**src/rtl/edu_token_slide_seq.sv**
```systemverilog
// Token-setup engine for the fastsliding EDU: one accepted token becomes NUM_ROW
// registered beats, with the token sliding one column per row.
module edu_token_slide_seq #(
  parameter int NUM_UCROW = 4,
  parameter int NUM_ROW   = 4,
  parameter int COLW      = $clog2(2*NUM_UCROW) + 1,
  parameter int RIDW      = ($clog2(NUM_ROW) > 0) ? $clog2(NUM_ROW) : 1,
  localparam int W        = 2*NUM_UCROW
) (
  input  logic            clk,
  input  logic            rst,
  input  logic            flush,
  input  logic            in_valid,
  output logic            in_ready,
  input  logic            in_token_exist,
  input  logic [COLW-1:0] in_token_col,
  input  logic            in_dir,
  input  logic            in_flag_mode,
  output logic            out_valid,
  input  logic            out_ready,
  output logic [W-1:0]    out_token_set,
  output logic [W-1:0]    out_flag_set,
  output logic [RIDW-1:0] out_row,
  output logic            out_last,
  output logic            out_lost,
  output logic            out_err
);

  typedef enum logic {S_IDLE, S_EMIT} state_t;

  localparam logic signed [COLW:0] COL_ONE  = 1;
  localparam logic [RIDW-1:0]      ROW_LAST = RIDW'(NUM_ROW - 1);

  state_t                 state, state_n;
  logic signed [COLW:0]   col_q, col_n;
  logic [RIDW-1:0]        row_q, row_n;
  logic                   exist_q, exist_n, dir_q, dir_n, mode_q, mode_n;
  logic                   valid_q, valid_n, last_q, last_n;
  logic                   lost_q, lost_n, err_q, err_n;
  logic [W-1:0]           tok_q, tok_n, flag_q, flag_n;

  function automatic logic in_range(input logic signed [COLW:0] c);
    int ci;
    ci = int'(c);
    return (ci >= 0) && (ci <= W - 1);
  endfunction

  function automatic logic [W-1:0] token_of(input logic signed [COLW:0] c);
    logic [W-1:0] t;
    int ci;
    ci = int'(c);
    for (int i = 0; i < W; i++) t[i] = (i == ci);
    return t;
  endfunction

  // mode 0 fills from bit 0 up to the token, mode 1 from the token up to the MSB
  function automatic logic [W-1:0] flag_of(input logic signed [COLW:0] c, input logic mode);
    logic [W-1:0] f;
    int ci;
    ci = int'(c);
    for (int i = 0; i < W; i++) f[i] = mode ? (i >= ci) : (i <= ci);
    return f;
  endfunction

  always_comb begin
    // NOTE: every signal gets a default first so no path leaves it unassigned (no latch).
    state_n  = state;
    col_n    = col_q;
    row_n    = row_q;
    exist_n  = exist_q;
    dir_n    = dir_q;
    mode_n   = mode_q;
    valid_n  = valid_q;
    last_n   = last_q;
    lost_n   = lost_q;
    err_n    = err_q;
    tok_n    = '0;
    flag_n   = '0;
    in_ready = (state == S_IDLE);

    case (state)
      S_IDLE: begin
        if (in_valid) begin
          col_n   = {in_token_col[COLW-1], in_token_col};
          exist_n = in_token_exist;
          dir_n   = in_dir;
          mode_n  = in_flag_mode;
          err_n   = in_token_exist && (int'(in_token_col) >= W);
          lost_n  = !in_token_exist || err_n || !in_range(col_n);
          row_n   = '0;
          last_n  = (ROW_LAST == '0);
          valid_n = 1'b1;
          state_n = S_EMIT;
        end
      end
      S_EMIT: begin
        if (out_ready) begin
          if (row_q == ROW_LAST) begin
            row_n   = '0;
            valid_n = 1'b0;
            last_n  = 1'b0;
            lost_n  = 1'b0;
            err_n   = 1'b0;
            state_n = S_IDLE;
          end else begin
            row_n  = row_q + RIDW'(1);
            col_n  = dir_q ? col_q - COL_ONE : col_q + COL_ONE;
            // once the token leaves the patch it never re-enters
            lost_n = lost_q || !in_range(col_n);
            last_n = (row_n == ROW_LAST);
          end
        end
      end
      default: state_n = S_IDLE;
    endcase

    if (valid_n && !lost_n) begin
      tok_n  = token_of(col_n);
      flag_n = flag_of(col_n, mode_n);
    end

    // flush wins over any handshake or accept in the same cycle
    if (flush) begin
      state_n = S_IDLE;
      col_n   = '0;
      row_n   = '0;
      exist_n = 1'b0;
      dir_n   = 1'b0;
      mode_n  = 1'b0;
      valid_n = 1'b0;
      last_n  = 1'b0;
      lost_n  = 1'b0;
      err_n   = 1'b0;
      tok_n   = '0;
      flag_n  = '0;
    end
  end

  // NOTE: sequential state uses non-blocking assignments so all registers update together.
  always_ff @(posedge clk) begin
    if (rst) begin
      state   <= S_IDLE;
      col_q   <= '0;
      row_q   <= '0;
      exist_q <= 1'b0;
      dir_q   <= 1'b0;
      mode_q  <= 1'b0;
      valid_q <= 1'b0;
      last_q  <= 1'b0;
      lost_q  <= 1'b0;
      err_q   <= 1'b0;
      tok_q   <= '0;
      flag_q  <= '0;
    end else begin
      state   <= state_n;
      col_q   <= col_n;
      row_q   <= row_n;
      exist_q <= exist_n;
      dir_q   <= dir_n;
      mode_q  <= mode_n;
      valid_q <= valid_n;
      last_q  <= last_n;
      lost_q  <= lost_n;
      err_q   <= err_n;
      tok_q   <= tok_n;
      flag_q  <= flag_n;
    end
  end

  assign out_valid     = valid_q;
  assign out_token_set = tok_q;
  assign out_flag_set  = flag_q;
  assign out_row       = row_q;
  assign out_last      = last_q;
  assign out_lost      = lost_q;
  assign out_err       = err_q;

endmodule
```
**config.mk**
```make
export PLATFORM = sky130hd
export DESIGN_NAME = edu_token_slide_seq
export DESIGN_NICKNAME = d
export VERILOG_FILES = /design/src/rtl/edu_token_slide_seq.sv
export SDC_FILE = /design/constraint.sdc
export NUM_CORES = 1
export LEC_CHECK = 0
export ABC_AREA = 1
export CAP_MARGIN = 5
export CORE_ASPECT_RATIO = 1.5
export CORE_MARGIN = 3
export CORE_UTILIZATION = 40
export DETAILED_ROUTE_END_ITERATION = 10
export GPL_TIMING_DRIVEN = 0
export MAX_ROUTING_LAYER = met4
export PLACE_DENSITY = 0.65
export SYNTH_ARGS = -nofsm -noshare
export SYNTH_HDL_FRONTEND = slang
export SYNTH_SLANG_ARGS = --single-unit
```
**constraint.sdc**
```tcl
create_clock -name clk -period 5.8 [get_ports clk]
set_clock_uncertainty 0.15 [all_clocks]
set_input_delay 1.16 -clock clk [delete_from_list [all_inputs] [get_ports clk]]
set_output_delay 1.16 -clock clk [all_outputs]
set_load 0.01 [all_outputs]
```
==> results.toml <==
[finish]
final_util = 0.549
multiInputGateArea_sq_um = 953
areaGrowthSynthToFinish_pct = 30.7
antenna_cells = 0
fillers = 385
nNetsFinal = 288
design_area_sq_um = 2170
ff_latch_area_sq_um = 601
drive_gt1_frac = 0.167

[die]
die_x_um = 58.6
fp-row-count = 28
start_util = 0.420
ioPinCount = 35
coreArea_sq_um = 3960
fp.dieH_um = 84.9
dieArea_sq_um = 4980

[cts]
htreeDepth = 2
clock_sinks = 30
clk_pin_slew_ps = 70
post_cts_buffers = 0
clockBufferDepth = 2
cts_buffers = 5
clkLatencyLatePin_ps = 280
cts-resized-gates = 0
root_buffer = "clkbuf_8"
cts_tree = "done"
hold_buffers = 0

[routing]
vias = 1530
met1Wirelength_um = 1610
drt_iter0_drc = 37
drt_first_pass_iters = 4
drc = 0
wl_met3_um = 89
viasPerCell = 4.87
routed_wl_um = 3810
maxUsedRoutingLayer = "met4"
ant_nets = 0
wl_met2_um = 2040
wl_per_cell_um = 12.1

[synth]
synth_top_area_cell = "dfxtp_1"
avgSynthCellArea_sq_um = 7.32
synth-async-reset-ratio = 0
synth_commonest_cells = "51 x nand2_1, 38 x nor2_1, 30 x dfxtp_1"
synth-seq-area-share = 0.361
synth_ff_type = "dfxtp_1"
synthDistinctLibCells = 34
ys_top_cells_by_area = "dfxtp_1 36%, nand2_1 12%, nor2_1 8.6%, nand3_1 6.0%, ha_1 5.3%"
syn-num-nets = 247
ys_ff_latch = 30
synth_cells = 227
syn_area_sq_um = 1660
yosysWarnings = 0
yosysTopAreaCellShare = 0.361
post-synth-top-count-cell = "nand2_1"
synth_edf_count = 0

[global_route]
grt_max_degree = 12
grt_use_total = 0.171
antenna_found_initial = 0
overflow = 0
grt_pass1_vias = 1529
grt_pass1_wl_um = 6430

[sta]
tightest_slew_ps = 470
tns_ps = 0
finalCritPeriodShare = 0.576
timing.final.crit_period_ps = 3340
fin_hold_ws_ps = 316
rsz0062_at_grt = "false"
setup_viol = 0
hold_viol = 0
fin_ws_ps = 2460
slew_headroom = 0.687
max_freq_ghz = 0.299
drv_slew = 0

[placement]
post-place-ws_ps = 2180
io_buffers = 34
placed_area_sq_um = 2060
place.gp.congestion = 0.853
hpwl_um = 2990

[setup_path]
crit_path_cell_trace = "clkdlybuf4s50_1, inv_2, nor2_4, nand2_1, nand2_1, nor2_1, nor2_2, inv_2, nand2_4, nor2_4, ha_1, xor2_1, nand3_1, nand2_1, nor2_1, nor2_1"
crit_fanout = 7
startpoint = "out_ready"
r2r_slack_ps = 3140
endpoint_kind = "flop"
critPathArrivalTime_ps = 3360
critPathLaunchType = "input port"
reg2reg_depth = 15
endpoint = "out_flag_set[0]"
crit_slowest_cell = "clkdlybuf4s50_1"
crit_type = "in -> reg"
regToRegEndpoint = "out_flag_set[0]"
crit_path_max_incr_delay_ps = 570
worst_ep_required_time_ps = 5820
reg2reg_from = "dir_q"

[min_path]
hold_path.class = "reg -> reg"
worstHoldStart = "out_last"

[run_status]
outcome = "finished clean"

[power]
powerDensity_nw_per_um2 = 247
p_leak_nw = 0.949
peakVddDrop_v = 0.000201

[job]
drv_cap = 0
stage by stage:
step	total power, mW	cells
floorplan	0.299	227
global placement	0.330	306
detailed placement	0.331	306
CTS	0.544	314
global route	0.565	314
finish	0.536	314
worst min-delay path by stage:
stage                to  depth (start not counted)
3_5_place_dp   out_last                          2
5_1_grt        out_last                          2
3_3_place_gp   out_last                          2
2_1_floorplan  out_last                          2
4_1_cts        out_last                          2
6_report       out_last                          2
cell families (layout without fill, tap and decap cells):
group | count (synthesis) | count (layout) | synth area share
AOI/OAI and AO/OA | 23 | 23 | 0.0956
xor gates and xnor gates | 4 | 4 | 0.0211
and+or+nand+nor | 134 | 134 | 0.392
DFF | 30 | 30 | 0.361
adders and majority gates | 8 | 8 | 0.0648
buffers and inverters | 28 | 70 | 0.0648
per-layer routing:
metal	track usage	up-vias
li1	-	802
met1	0.182	695
met2	0.294	26
met3	0.0335	7
met4	0.0804	0
met5	-	-
final cells by class:
type                       instances  share of cell area
buffer                             3             0.00634
clock buffer                       5              0.0317
clock inverter                     3              0.0207
inverter                          25              0.0432
multi-input combinational        169               0.439
sequential                        30               0.276
tap                               45              0.0259
timing repair buffer              34               0.157
critical path: cells and delay by family:
kind	cells	cell delay, ps
simple gates	11	990
fa+ha+maj	1	280
xor+xnor	1	170
buf+inv	3	760
where the power goes:
| group | leakage, nW | internal [mW] | switching (mW) | total, mW |
|---|---|---|---|---|
| registers | 0.244 | 0.212 | 0.00509 | 0.217 |
| clock network | 0.0504 | 0.128 | 0.0816 | 0.209 |
| logic | 0.655 | 0.0436 | 0.0663 | 0.110 |
registers in the layout, summed over array words and instances (netlist names):
name / flops
out_last: 1
out_token_set: 8
out_flag_set: 8
out_lost: 1
out_err: 1
col_q: 5
out_row: 2
mode_q: 1
out_valid: 1
state: 1
dir_q: 1
cell usage in the layout (no fill, tap or decap), drive strengths merged:
cell	synthesis	layout
a21oi	13	13
and2	1	1
inv	25	25
nor3	2	2
o22ai	1	1
fa	1	1
dfxtp	30	30
nor2	43	43
o211ai	3	3
xor2	3	3
a32oi	1	1
bufinv	0	1
or2	5	5
nand3	23	23
ha	7	7
clkbuf	1	6
xnor2	1	1
nand2	59	59
clkinvlp	0	2
clkdlybuf4s50	0	34
o221ai	1	1
a21boi	1	1
o21ai	3	3
nand4	1	1
buf	2	2
Note: power is estimated with default switching activity, not from simulation.
